### config.mk
export PLATFORM = sky130hd
export DESIGN_NAME = logic_auth
export DESIGN_NICKNAME = d
export VERILOG_FILES = /design/src/rtl/auth_pkg.sv /design/src/rtl/auth_lock_timer.sv /design/src/rtl/logic_auth.sv
export SDC_FILE = /design/constraint.sdc
export NUM_CORES = 1
export LEC_CHECK = 0
export CORE_MARGIN = 1.5
export CORE_UTILIZATION = 51
export DETAILED_ROUTE_END_ITERATION = 8
export PLACE_DENSITY = 0.78
export SLEW_MARGIN = 20
export SYNTH_ARGS = -nofsm -noshare
export SYNTH_HDL_FRONTEND = slang
export SYNTH_SLANG_ARGS = --single-unit
### constraint.sdc
create_clock -name clk -period 2.3 [get_ports clk]
set_clock_uncertainty 0.2 [all_clocks]
set_input_delay 0.46 -clock clk [delete_from_list [all_inputs] [get_ports clk]]
set_output_delay 0.46 -clock clk [all_outputs]
set_load 0.01 [all_outputs]
### src/rtl/auth_pkg.sv
// Shared types and constants for the logic_auth password block.
package auth_pkg;

    localparam int PW_W = 4;

    typedef enum logic [1:0] {
        UNSET  = 2'd0,
        ARMED  = 2'd1,
        LOCKED = 2'd2
    } state_t;

endpackage

### src/rtl/auth_lock_timer.sv
// Loadable down-counter for the lockout window; done flags the final locked cycle.
module auth_lock_timer #(
    parameter int LOCK_CYCLES = 16,
    localparam int W = $clog2(LOCK_CYCLES + 1)
) (
    input  logic clk,
    input  logic rst,
    input  logic load,
    input  logic dec,
    output logic done
);

    logic [W-1:0] count;

    // Asserted while the count is about to hit zero, so the caller can leave
    // lockout on that same edge and keep locked high for exactly LOCK_CYCLES.
    assign done = (count == W'(1));

    always_ff @(posedge clk) begin
        if (rst)
            count <= '0;
        else if (load)
            count <= W'(LOCK_CYCLES);
        else if (dec && count != '0)
            count <= count - W'(1);
    end

endmodule

### src/rtl/logic_auth.sv
// 4-bit password authentication: stores a password, checks guesses, locks out after repeated failures.
module logic_auth
    import auth_pkg::*;
#(
    parameter int MAX_ATTEMPTS = 3,
    parameter int LOCK_CYCLES  = 16
) (
    input  logic            clk,
    input  logic            rst,
    input  logic [PW_W-1:0] set_bits,
    input  logic            set_valid,
    input  logic [PW_W-1:0] guess_bits,
    input  logic            guess_valid,
    output logic            armed,
    output logic            match,
    output logic            fail,
    output logic            locked,
    output logic [3:0]      attempts_left
);

    state_t          state, state_n;
    logic [PW_W-1:0] pw, pw_n;
    logic [3:0]      fail_cnt, fail_cnt_n;
    logic [3:0]      fail_inc;
    logic            match_n, fail_n, armed_n, locked_n;
    logic [3:0]      attempts_n;
    logic            tmr_load, tmr_dec, tmr_done;

    auth_lock_timer #(.LOCK_CYCLES(LOCK_CYCLES)) u_timer (
        .clk  (clk),
        .rst  (rst),
        .load (tmr_load),
        .dec  (tmr_dec),
        .done (tmr_done)
    );

    assign fail_inc = fail_cnt + 4'd1;

    always_comb begin
        state_n    = state;
        pw_n       = pw;
        fail_cnt_n = fail_cnt;
        match_n    = 1'b0;
        fail_n     = 1'b0;
        tmr_load   = 1'b0;
        tmr_dec    = 1'b0;
        unique case (state)
            UNSET: begin
                if (set_valid) begin
                    pw_n       = set_bits;
                    fail_cnt_n = '0;
                    state_n    = ARMED;
                end
            end
            ARMED: begin
                // A load in the same cycle as a guess drops the guess.
                if (set_valid) begin
                    pw_n       = set_bits;
                    fail_cnt_n = '0;
                end else if (guess_valid) begin
                    if (guess_bits == pw) begin
                        match_n    = 1'b1;
                        fail_cnt_n = '0;
                    end else begin
                        fail_n     = 1'b1;
                        fail_cnt_n = fail_inc;
                        if (fail_inc >= 4'(MAX_ATTEMPTS)) begin
                            state_n  = LOCKED;
                            tmr_load = 1'b1;
                        end
                    end
                end
            end
            LOCKED: begin
                tmr_dec = 1'b1;
                if (tmr_done) begin
                    fail_cnt_n = '0;
                    state_n    = ARMED;
                end
            end
            default: state_n = UNSET;
        endcase

        armed_n    = (state_n == ARMED);
        locked_n   = (state_n == LOCKED);
        attempts_n = locked_n ? 4'd0 : 4'(MAX_ATTEMPTS) - fail_cnt_n;
    end

    always_ff @(posedge clk) begin
        if (rst) begin
            state         <= UNSET;
            pw            <= '0;
            fail_cnt      <= '0;
            armed         <= 1'b0;
            match         <= 1'b0;
            fail          <= 1'b0;
            locked        <= 1'b0;
            attempts_left <= 4'(MAX_ATTEMPTS);
        end else begin
            state         <= state_n;
            pw            <= pw_n;
            fail_cnt      <= fail_cnt_n;
            armed         <= armed_n;
            match         <= match_n;
            fail          <= fail_n;
            locked        <= locked_n;
            attempts_left <= attempts_n;
        end
    end

endmodule

== Word level (Yosys, flattened, before mapping) ==
Index checks and enable logic that the tools add are counted.
Operators by class
  reduce and logical (&&, ||, !) cells: 9
  add/sub/neg operators: 3
  magnitude comparators: 1
  multiplexer cells: 24
  bitwise operators: 2
  equality and inequality tests: 6
Operators with widths (number)
  2-to-1 mux 4 bit: 5
  2-to-1 mux 2 bit: 7
  case mux 4 bit (3 select lines): 1
  2-to-1 mux 5 bit: 2
  2-to-1 mux 1 bit: 8
  case mux 2 bit (3 select lines): 1
  OR reduction 2 bit: 3
  == test 5 x 1 -> 1 bit (second input constant): 1
  nonzero test 5 bit: 1
  subtractor 5 x 1 -> 5 bit (second input constant): 1
  adder 4 x 1 -> 4 bit (second input constant): 1
  == test 2 x 1 -> 1 bit (second input constant): 2
  == test 2 bit (second input constant): 2
  == test 4 bit: 1
  greater-or-equal comparator 4 x 2 -> 1 bit (second input constant): 1
  OR reduction 4 bit: 1
  subtractor 2 x 4 -> 4 bit (first input constant): 1
  logical NOT 2 bit: 1
  NOT 1 bit: 2
  AND reduction 2 bit: 1
  nonzero test 2 bit: 1
  logical AND 1 bit: 1
Word-level totals
  output and inout bits: 8
  logic and storage cells: 56
  input bits: 12
  register bits after elaboration: 23

== Longest topological paths before layout ==
Gate-level depths: netlist (run 1).
  depth in word-level cells: 9
  mapped depth: 7
  gate-level depth less buffers: 7

== Hierarchy ==
A second synthesis (run 1) with hierarchy kept.
Unflattened totals
  cells, all modules: 112
  area total of the unflattened synthesis: 1087.3 µm²
Modules (own cells, without submodules)
  logic_auth: seq. area each 360.3 µm², times used 1, area each 802.0 µm², cells each 81
  auth_lock_timer: seq. area each 100.1 µm², times used 1, area each 285.3 µm², cells each 31

== Worst setup path after synthesis (run 1) ==
Ideal clock, no wire load.
  kind: flip-flop to flip-flop
  start: register fail_cnt[0]
  end: register attempts_left[3]
  path buffers: 0
  setup time: 0.103 ns
  stages on the path, launching flop included: 7
  data required time: 1.997 ns
  path slack: 0.341 ns
  arrival time: 1.655 ns
  clock period less this slack: 1.959 ns
  cell sequence: dfxtp_1 ha_1 nand2_1 or3_1 o211a_2 or2_1 a2111oi_2
On the way
  cells in the longest elaborated chain, start to end: 9
  elaborated cells between the ends (all ways): 16
  classes of those cells: 2 x add/sub; 1 x order compare; 1 x eq/ne; 11 x mux; 1 x reduce/logical
RTL lines
  start: declaration: line logic_auth.sv:23  | logic [3:0] fail_cnt, fail_cnt_n;
  start signal: assignment: line logic_auth.sv:102  | fail_cnt <= fail_cnt_n;
  adder 4 x 1 -> 4 bit: line logic_auth.sv:37  | assign fail_inc = fail_cnt + 4'd1;
  greater-or-equal comparator 4 x 2 -> 1 bit: line logic_auth.sv:67  | if (fail_inc >= 4'(MAX_ATTEMPTS)) begin
  2-to-1 mux 2 bit: line logic_auth.sv:67
  2-to-1 mux 2 bit: line logic_auth.sv:61  | if (guess_bits == pw) begin
  2-to-1 mux 2 bit: line logic_auth.sv:60  | end else if (guess_valid) begin
  2-to-1 mux 2 bit: line logic_auth.sv:57  | if (set_valid) begin
  case mux 2 bit (3 select lines): line logic_auth.sv:47  | unique case (state)
  == test 2 bit: line logic_auth.sv:85  | locked_n = (state_n == LOCKED);
  OR reduction 2 bit (no line)
  end signal: assignment: line logic_auth.sv:98  | attempts_left <= 4'(MAX_ATTEMPTS);
  end signal: assignment: line logic_auth.sv:107  | attempts_left <= attempts_n;
  end: declaration: line logic_auth.sv:18  | output logic [3:0] attempts_left
Parallel ways exist; a longest one is shown, timed or not.
A chain may end at the register's enable or synchronous reset.

== Worst setup path in the final report (run 1) ==
Ends and elaborated chain as after synthesis.

==> flow_metrics.py, run 1 <==
metrics = {
    "run_status": {
        "outcome": "finished, final reports clean",
    },
    "synth": {
        "syn-num-nets": 146,
        "ys_warn_count": 0,
        "synthFlopType": "dfxtp_1",
        "synth.avg_cell_area_sq_um": 8.64,
        "async_flop_share_pct": 0,
        "synthCells": 130,
        "synth.distinct_cells": 38,
        "yosysSeqAreaShare_pct": 41.0,
        "synth-seq-cells": 23,
        "syn_area_sq_um": 1120,
        "synth-edff-count": 0,
    },
    "pwr": {
        "p_per_area_nw_per_um2": 484,
        "p_total_mw": 0.680,
        "worst_ir_drop_vdd_mv": 0.381,
        "leakagePower_nw": 0.515,
    },
    "finish": {
        "instances_no_fill": 182,
        "fillers": 170,
        "area_growth_pct": 25.1,
        "diodes": 0,
        "drive_gt1_share_pct": 10.3,
        "final_core_util_pct": 69.5,
        "nets": 172,
    },
    "clock_network": {
        "htreeDepth": 1,
        "cts.sinks": 23,
        "cts_root_buf": "clkbuf_4",
        "postCtsHoldBufs": 0,
        "cts_tree": "done",
        "cts-resized-gates": 0,
        "post_cts_buffers": 0,
        "clk_pin_slew_ns": 0.12,
        "clk_path_buf_depth": 2,
        "numCtsBuffers": 3,
        "clock_latency_ns": 0.31,
    },
    "floorplan": {
        "initial_core_util_pct": 55.6,
        "die_area_sq_um": 2490,
        "rows": 16,
        "die_x_microns": 49.9,
        "ioPinCount": 20,
        "core_sq_um": 2020,
        "fp.dieH_microns": 49.9,
    },
    "timing": {
        "fin_crit_ns": 2.09,
        "setup_viol": 0,
        "clock.fmax_mhz": 478,
        "slew_violations": 0,
        "tightest_slew_ns": 0.430,
        "grt_setup_unrepaired": "false",
        "hold_violations": 0,
        "fin_crit_sh_pct": 91.0,
        "maxSlewHeadroom_pct": 71.2,
    },
    "worst_setup_path": {
        "r2r-end": "attempts_left[3]$_SDFF_PP0_",
        "arrival_ns": 2.11,
        "rrSetupSlack_ns": 0.21,
        "r2r-start": "fail_cnt[0]$_SDFF_PP0_",
        "cp-start-kind": "flop",
        "end_kind": "flop",
        "critPathLaunch": "fail_cnt[0]$_SDFF_PP0_",
        "crit_required_ns": 2.32,
        "crit_path_max_fanout": 7,
        "cp_num_cells": 6,
        "rr_worst_depth": 6,
        "critPathCapture": "attempts_left[3]$_SDFF_PP0_",
        "slowest_delay_ns": 0.45,
        "path_cells": "ha_2 > nand2_1 > or3_1 > o211a_2 > or2_1 > a2111oi_2",
        "critical-path-top-delay-family": "simple AND/OR/NAND/NOR gates",
        "worstSetupPathType": "flop to flop",
        "critPathBufInv": 0,
        "worst_path_max_delay_cell": "dfxtp_1",
    },
    "detailed_routing": {
        "drc": 0,
        "viasPerCell": 5.23,
        "routedWlPerCell_microns": 12.3,
        "vias": 952,
        "postRouteAntennaNets": 0,
        "wirelength_microns": 2230,
        "drtIter0Drc": 19,
        "drt_first_pass_iters": 4,
    },
    "flow_run": {
        "drv_cap": 0,
    },
    "placed_design": {
        "gp_congestion": 0.826,
        "place_inst": 178,
        "dp_hpwl_microns": 1730,
        "port_buffers": 19,
    },
    "global_routing": {
        "grt_util_met2_pct": 36.2,
        "use_met1_pct": 23.1,
        "antenna_found_initial": 0,
        "grt-ovfl-total": 0,
        "grt_pass1_wl_microns": 3820,
        "use_met3_pct": 3.64,
        "grtUsageTotal_pct": 20.1,
        "busiest_layer": "met2",
        "grt_max_degree": 16,
        "grt_pass1_vias": 913,
    },
    "worst_hold_path": {
        "hold_start": "pw[1]$_SDFFE_PP0P_",
        "hp-class": "flop to flop",
    },
}
==> metal layers <==
metal	vias up	wire [microns]
li1	490	-
met1	437	1010
met2	20	1130
met3	5	54
met4	0	39
met5	-	0
==> state kept, by name, indices dropped and copies added (netlist names) <==
register       flops
armed              1
attempts_left      4
fail               1
fail_cnt           4
locked             1
match              1
pw                 4
state              2
u_timer.count      5
==> worst min-delay path: stages (launching register included) <==
cell and delay (ns):
dfxtp_1 0.37, mux2i_1 0.07, nor2_1 0.07
==> cell usage in the layout (no fill, tap or decap), types with 2 or more instances in the layout <==
cell type / Yosys / final
nor2b_1: 4 / 4
xor2_1: 2 / 2
mux2i_1: 4 / 4
clkdlybuf4s50_1: 0 / 19
buf_4: 1 / 7
nand2_1: 6 / 6
a21oi_1: 10 / 10
nor2_1: 27 / 27
o21ai_0: 2 / 2
nand2b_1: 3 / 3
xnor2_1: 6 / 6
clkbuf_4: 0 / 3
a31oi_1: 2 / 2
ha_1: 4 / 3
or3_1: 2 / 2
nor3_1: 4 / 4
inv_1: 5 / 5
or2_1: 2 / 2
dfxtp_1: 23 / 23
==> stage by stage <==
stage	setup TNS (ns)	cell area (sq um)	hold slack, ns	setup WS, ns
after floorplan	0	1120	0.282	0.341
after global placement	-0.0304	1380	0.299	-0.0304
after detailed placement	-0.0447	1380	0.302	-0.0447
after CTS	0	1400	0.329	0.154
after global routing	0	1410	0.365	0.0363
final	0	1410	0.330	0.207
==> synth_stat cells (2+ instances only) <==
master	instances	area share, %
or3_1	2	1.1
ha_1	4	4.5
xnor2_1	6	4.7
clkbuf_1	3	1.0
a21oi_1	10	4.5
inv_1	5	1.7
nand2_1	6	2.0
mux2i_1	4	3.6
nor2b_1	4	2.2
nor3_1	4	1.8
nand2b_1	3	1.7
a31oi_1	2	1.1
or2_1	2	1.1
o21ai_0	2	0.89
dfxtp_1	23	41
nor2_1	27	9.0
xor2_1	2	1.6
==> final cells by class <==
type / instances / area [sq um] / share of cell area (%)
multi-input cells: 97 / 623 / 44.3
flip-flops and latches: 23 / 460 / 32.8
repair buffers: 26 / 243 / 17.3
well taps: 27 / 33.8 / 2.40
clock buffers: 4 / 26.3 / 1.87
inverters: 5 / 18.8 / 1.34
==> cell families (layout without fill, tap and decap cells) <==
kind of cell               Yosys count  after routing  share of synthesized area (%)
and+or+nand+nor                     56             56                           25.7
AOI/OAI and AO/OA                   25             25                           15.3
DFF                                 23             23                           41.0
buffers and inverters               10             35                           3.79
xor gates and xnor gates             8              8                           6.24
adders and majority gates            4              4                           4.45
muxes                                4              4                           3.56
==> where the power goes <==
| group | total [mW] | internal [mW] | leakage, nW | switching [mW] |
|---|---|---|---|---|
| Combinational | 0.0822 | 0.0464 | 0.313 | 0.0358 |
| Clock | 0.185 | 0.0678 | 0.0150 | 0.117 |
| Sequential | 0.413 | 0.407 | 0.187 | 0.00634 |
| Total | 0.680 | 0.521 | 0.515 | 0.159 |
==> how the worst min path moves through the flow <==
stage | to | slack [ns] | depth (start not counted)
5_1_grt | pw[1]$_SDFFE_PP0P_ | 0.36 | 2
2_1_floorplan | pw[0]$_SDFFE_PP0P_ | 0.28 | 2
3_5_place_dp | pw[1]$_SDFFE_PP0P_ | 0.30 | 2
3_3_place_gp | pw[2]$_SDFFE_PP0P_ | 0.30 | 2
6_report | pw[1]$_SDFFE_PP0P_ | 0.33 | 2
4_1_cts | u_timer.count[1]$_SDFFE_PP0P_ | 0.33 | 2
(Power assumes the default switching activity.)
==> run 2, diff against run 1 <==
- ABC_AREA: unset -> 0
- CORE_UTILIZATION: 51 -> 44
- CTS_BUF_LIST: unset -> sky130_fd_sc_hd__clkbuf_16
- PLACE_DENSITY: 0.78 -> 0.69
==> run 2 against run 1 <==
Critical path type is now primary input to flop. Largest cell class unchanged. Die area is 15% higher. Core utilization down 9.0 points. Largest power group unchanged. Sequential power about the same. Highest routed layer unchanged. Cell area up 5.6%.
==> flow_metrics.py, run 2 (synthesis results as in run 1) <==
metrics = {
    "run_status": {
        "outcome": "finished, final reports clean",
    },
    "floorplan": {
        "die_x_microns": 53.5,
        "ioPinCount": 20,
        "core_sq_um": 2450,
        "fp.dieH_microns": 53.5,
        "rows": 18,
        "die_area_sq_um": 2870,
        "initial_core_util_pct": 45.8,
    },
    "worst_setup_path": {
        "critPathBufInv": 1,
        "slowest_delay_ns": 0.42,
        "rrSetupSlack_ns": 0.13,
        "cp-start-kind": "primary input",
        "end_kind": "flop",
        "worst_path_max_delay_cell": "clkdlybuf4s50_1",
        "arrival_ns": 2.13,
        "crit_required_ns": 2.24,
        "worstSetupPathType": "primary input to flop",
        "path_cells": "clkdlybuf4s50_1 > nand4bb_1 > a41o_1 > nor2_1 > a21oi_1 > a2111oi_2",
        "crit_path_max_fanout": 4,
        "critical-path-top-delay-family": "compound AO/OA/AOI/OAI gates",
    },
    "global_routing": {
        "grtUsageTotal_pct": 19.0,
        "use_met3_pct": 4.44,
        "grt-ovfl-total": 0,
        "grt_pass1_vias": 925,
        "grt_max_degree": 13,
        "grt_util_met2_pct": 32.9,
        "busiest_layer": "met2",
        "use_met1_pct": 21.9,
        "antenna_found_initial": 0,
        "grt_pass1_wl_microns": 3890,
    },
    "timing": {
        "postLayoutSetupSlackWorst_ns": 0.106,
        "fin_crit_sh_pct": 95.4,
        "clock.fmax_mhz": 456,
        "grt_setup_unrepaired": "false",
        "slew_violations": 0,
        "setup_viol": 0,
        "tightest_slew_ns": 0.386,
        "maxSlewHeadroom_pct": 73.9,
        "hold_violations": 0,
        "fin_crit_ns": 2.19,
    },
    "finish": {
        "regMostFlops": "u_timer.count",
        "instances_no_fill": 188,
        "fin_area_sq_um": 1480,
        "final_cell_mix": "nor2_1 (27), dfxtp_1 (23), clkdlybuf4s50_1 (19)",
        "nets": 175,
        "area_growth_pct": 32.1,
        "layout_commonest_cell": "nor2_1",
        "diodes": 0,
        "drive_gt1_share_pct": 12.0,
        "final_core_util_pct": 60.4,
        "largest_register_ffs": 5,
    },
    "clock_network": {
        "cts_tree": "done",
        "post_cts_buffers": 0,
        "cts.sinks": 23,
        "clk_path_buf_depth": 2,
        "clock_latency_ns": 0.25,
        "cts_root_buf": "clkbuf_16",
        "htreeDepth": 1,
        "clk_pin_slew_ns": 0.06,
        "numCtsBuffers": 3,
    },
    "worst_hold_path": {
        "hp-class": "flop to flop",
    },
    "detailed_routing": {
        "drtIter0Drc": 18,
        "wirelength_microns": 2420,
        "vias": 981,
        "postRouteAntennaNets": 0,
        "drc": 0,
        "drt_first_pass_iters": 4,
        "routedWlPerCell_microns": 12.9,
        "viasPerCell": 5.22,
    },
    "placed_design": {
        "place_inst": 184,
        "gp_congestion": 0.781,
        "dp_hpwl_microns": 1750,
        "port_buffers": 19,
        "place_area_sq_um": 1400,
        "pre_cts_slack_ns": -0.0578,
    },
    "pwr": {
        "leakagePower_nw": 0.556,
        "p_total_mw": 0.866,
        "worst_ir_drop_vdd_mv": 0.446,
        "p_per_area_nw_per_um2": 584,
    },
    "flow_run": {
        "drv_cap": 0,
    },
}
## run 2: cell count changes in the layout (fill, tap and decap cells not counted), sizes merged
cell    change
inv         +1
clkbuf      -1
buf         +3
## run 2: repair_timing
item / 4_1_cts / 5_1_grt
resized for setup: 0 / 1
hold buffers: 0 / 0
setup endpoints to repair: 0 / 1
## run 2: layout make-up
type | instances | area, sq um
Fill cell | 225 | 971
Multi-Input combinational cell | 97 | 623
Sequential cell | 23 | 460
Clock inverter | 1 | 3.75
Clock buffer | 3 | 75.1
Timing Repair Buffer | 29 | 265
Tap cell | 30 | 37.5
Inverter | 5 | 18.8
## run 2: metrics by stage
stage / setup TNS, ns / hold WS (ns)
global placement: -0.0195 / 0.296
finish: 0 / 0.316
floorplan: 0 / 0.282
detailed placement: -0.156 / 0.307
CTS: 0 / 0.321
global route: 0 / 0.362
## run 2: path summary, 6_finish.rpt
check / from / to / cells after the start
max: set_valid / attempts_left[3]$_SDFF_PP0_ / 6
min: pw[1]$_SDFFE_PP0P_ / pw[1]$_SDFFE_PP0P_ / 2
max reg2reg: fail_cnt[0]$_SDFF_PP0_ / attempts_left[3]$_SDFF_PP0_ / 6
min reg2reg: pw[1]$_SDFFE_PP0P_ / pw[1]$_SDFFE_PP0P_ / 2
## run 2: power by group
| group | switching (mW) | internal (mW) | leakage [nW] |
|---|---|---|---|
| sequential | 0.00678 | 0.407 | 0.187 |
| combinational | 0.0361 | 0.0500 | 0.327 |
| clock | 0.134 | 0.232 | 0.0423 |
| total | 0.177 | 0.689 | 0.556 |
## run 2: routing by layer
metal	wire (microns)	share of wire [%]
met4	54	2.2
met1	1070	44
met3	93	3.8
met5	0	0
met2	1200	50
## run 2: worst register-to-register path: cells and delay by family, from the launching register on
kind            cells  cell delay [ns]
simple gates        3             0.65
fa+ha+maj           1             0.29
flops               1             0.43
compound gates      2             0.49
==> run 3, diff against run 2 <==
- SKIP_CTS_REPAIR_TIMING: unset -> 1
- SYNTH_HIERARCHICAL: unset -> 1
==> run 3 against run 2 <==
Non-clock buffer count fell by 1. Hold slack improved by 0.014 ns. Largest power group unchanged. Synthesized cell count fell by 14%. Clock-buffer cell count did not move. Critical path type is now flop to flop.
==> flow_metrics.py, run 3 <==
metrics = {
    "run_status": {
        "outcome": "finished, final reports clean",
    },
    "detailed_routing": {
        "vias": 876,
        "routedWlPerCell_microns": 13.4,
        "wirelength_microns": 2270,
        "drtIter0Drc": 7,
        "viasPerCell": 5.18,
        "drc": 0,
        "postRouteAntennaNets": 0,
        "drt_first_pass_iters": 4,
    },
    "placed_design": {
        "port_buffers": 19,
        "place_inst": 165,
        "dp_hpwl_microns": 1680,
        "gp_congestion": 0.790,
    },
    "timing": {
        "tightest_slew_ns": 0.512,
        "grt_setup_unrepaired": "false",
        "maxSlewHeadroom_pct": 65.5,
        "clock.fmax_mhz": 464,
        "setup_viol": 0,
        "fin_crit_ns": 2.16,
        "hold_violations": 0,
        "fin_crit_sh_pct": 93.7,
        "slew_violations": 0,
    },
    "worst_setup_path": {
        "critical-path-top-delay-family": "simple AND/OR/NAND/NOR gates",
        "cp-start-kind": "flop",
        "path_cells": "inv_1 > ha_1 > or4_1 > o31ai_2 > nor2_1 > buf_4 > a21o_1 > nor3_1",
        "crit_path_max_fanout": 6,
        "arrival_ns": 2.13,
        "cp_num_cells": 8,
        "worstSetupPathType": "flop to flop",
        "crit_required_ns": 2.27,
        "slowest_delay_ns": 0.52,
        "rr_worst_depth": 8,
        "end_kind": "flop",
        "worst_path_max_delay_cell": "or4_1",
        "critPathBufInv": 2,
    },
    "worst_hold_path": {
        "hold_depth": 2,
        "hp-class": "flop to flop",
    },
    "finish": {
        "register_area_sq_um": 464,
        "area_growth_pct": 34.8,
        "instances_no_fill": 169,
        "regMostFlops": "u_timer/count",
        "nets": 158,
        "fillers": 207,
        "drive_gt1_share_pct": 17.0,
        "largest_register_ffs": 5,
        "layout_commonest_cell": "dfxtp_1",
        "diodes": 0,
        "final_cell_mix": "dfxtp_1 (22), clkdlybuf4s50_1 (19), inv_1 (9), nor2_1 (9), buf_4 (9)",
        "multiInputGateArea_sq_um": 599,
    },
    "clock_network": {
        "clk_path_buf_depth": 2,
        "cts_root_buf": "clkbuf_16",
        "htreeDepth": 1,
        "cts.sinks": 23,
        "numCtsBuffers": 3,
        "clk_pin_slew_ns": 0.06,
        "clock_latency_ns": 0.25,
        "cts_tree": "done",
    },
    "floorplan": {
        "core_sq_um": 2280,
        "die_area_sq_um": 2780,
        "initial_core_util_pct": 47.8,
        "die_x_microns": 52.7,
        "rows": 17,
        "fp.dieH_microns": 52.7,
        "ioPinCount": 20,
    },
    "global_routing": {
        "grt-ovfl-total": 0,
        "grt_pass1_vias": 906,
        "grt_max_degree": 13,
        "antenna_found_initial": 0,
        "grtUsageTotal_pct": 19.1,
        "grt_pass1_wl_microns": 3870,
    },
    "synth": {
        "syn-num-nets": 128,
        "synth_top_family_by_area": "simple AND/OR/NAND/NOR gates",
        "synth_top_area_share_pct": 42.3,
        "synthAdderAreaFrac_pct": 4.60,
        "yosys.area_share.simple_pct": 23.4,
        "yosysSeqAreaShare_pct": 42.3,
        "yosysTopAreaCell": "dfxtp_1",
        "synth-seq-cells": 23,
        "synth-compound-area-share_pct": 14.7,
        "synth_common_cells": "dfxtp_1 (23), nor2_1 (10), inv_1 (8)",
        "synth.distinct_cells": 36,
        "synth_mux_area_share_pct": 5.52,
        "synth-edff-count": 0,
        "ys_warn_count": 6,
        "syn_area_sq_um": 1090,
        "synthFlopType": "dfxtp_1",
        "synthCells": 112,
        "async_flop_share_pct": 0,
        "synthXorXnorAreaFrac_pct": 5.64,
        "ys_top_cells_by_area": "dfxtp_1 (42%), mux2i_1 (5.5%), xor2_1 (4.8%)",
        "yosysMostFrequentCell": "dfxtp_1",
        "synth.avg_cell_area_sq_um": 9.71,
    },
    "pwr": {
        "p_total_mw": 0.855,
        "worst_ir_drop_vdd_mv": 0.600,
        "leakagePower_nw": 0.600,
        "p_per_area_nw_per_um2": 583,
    },
    "flow_run": {
        "drv_cap": 0,
    },
}
## run 3: cell types whose count changed after synthesis, sizes merged, moves of 3 or more
| cell | before | now |
|---|---|---|
| a21oi | 10 | 5 |
| nand2b | 3 | 0 |
| or2 | 3 | 0 |
| a21boi | 0 | 3 |
| xor2 | 2 | 6 |
| nor2 | 27 | 10 |
| nor2b | 4 | 7 |
| inv | 5 | 8 |
| xnor2 | 6 | 1 |
## run 3: cell type report
type | instances | area share, %
Tap cell | 28 | 2.39
Multi-Input combinational cell | 78 | 40.9
Timing Repair Buffer | 28 | 17.6
Clock buffer | 3 | 5.12
Inverter | 8 | 2.05
Sequential cell | 23 | 31.7
Clock inverter | 1 | 0.256
## run 3: cell families (layout without fill, tap and decap cells)
kind of cell | Yosys count | after routing
AND/OR/NAND/NOR | 41 | 41
XOR/XNOR | 7 | 7
buffers and inverters | 11 | 40
multiplexers | 6 | 6
AO/OA/AOI/OAI | 20 | 20
adder cells (fa/ha/maj) | 4 | 4
flip-flops | 23 | 23
## run 3: routing by layer
layer | wire, microns | up-vias | part of all wire (%) | GRT usage [%]
met2 | 1170 | 22 | 51 | 36.5
met4 | 23 | 0 | 1.0 | 6.41
li1 | - | 449 | - | -
met3 | 81 | 4 | 3.6 | 4.29
met5 | 0 | - | 0 | 0
met1 | 998 | 401 | 44 | 20.1
## run 3: stage by stage
stage / utilization (%) / worst slack (ns) / setup TNS [ns] / hold slack, ns / cell area (sq um)
after floorplan: - / 0.129 / 0 / 0.268 / 1090
after global placement: 60.1 / -0.0471 / -0.272 / 0.295 / 1370
after detailed placement: 60.1 / -0.0774 / -0.489 / 0.310 / 1370
after CTS: 63.6 / 0.0210 / 0 / 0.322 / 1450
after global routing: 64.4 / 0.0225 / 0 / 0.363 / 1470
final: 64.4 / 0.144 / 0 / 0.329 / 1470
## run 3: worst min-delay path: cells and delay by family, from the launching register on
kind	cells	cell delay, ns
flops	1	0.34
mux	1	0.07
simple gates	1	0.08
## run 3: where the power goes
part,total [mW],leakage [nW],switching [mW],internal (mW)
clock network,0.363,0.0423,0.131,0.232
logic,0.0793,0.370,0.0350,0.0444
registers,0.412,0.188,0.00625,0.406
total,0.855,0.600,0.172,0.682
## run 3: path summary, 6_finish.rpt
path,from,endpoint,slack (ns)
min,pw[3]$_SDFFE_PP0P_,pw[3]$_SDFFE_PP0P_,0.33
max reg2reg,fail_cnt[0]$_SDFF_PP0_,attempts_left[3]$_SDFF_PP0_,0.14
min reg2reg,pw[3]$_SDFFE_PP0P_,pw[3]$_SDFFE_PP0P_,0.33
max,fail_cnt[0]$_SDFF_PP0_,attempts_left[3]$_SDFF_PP0_,0.14
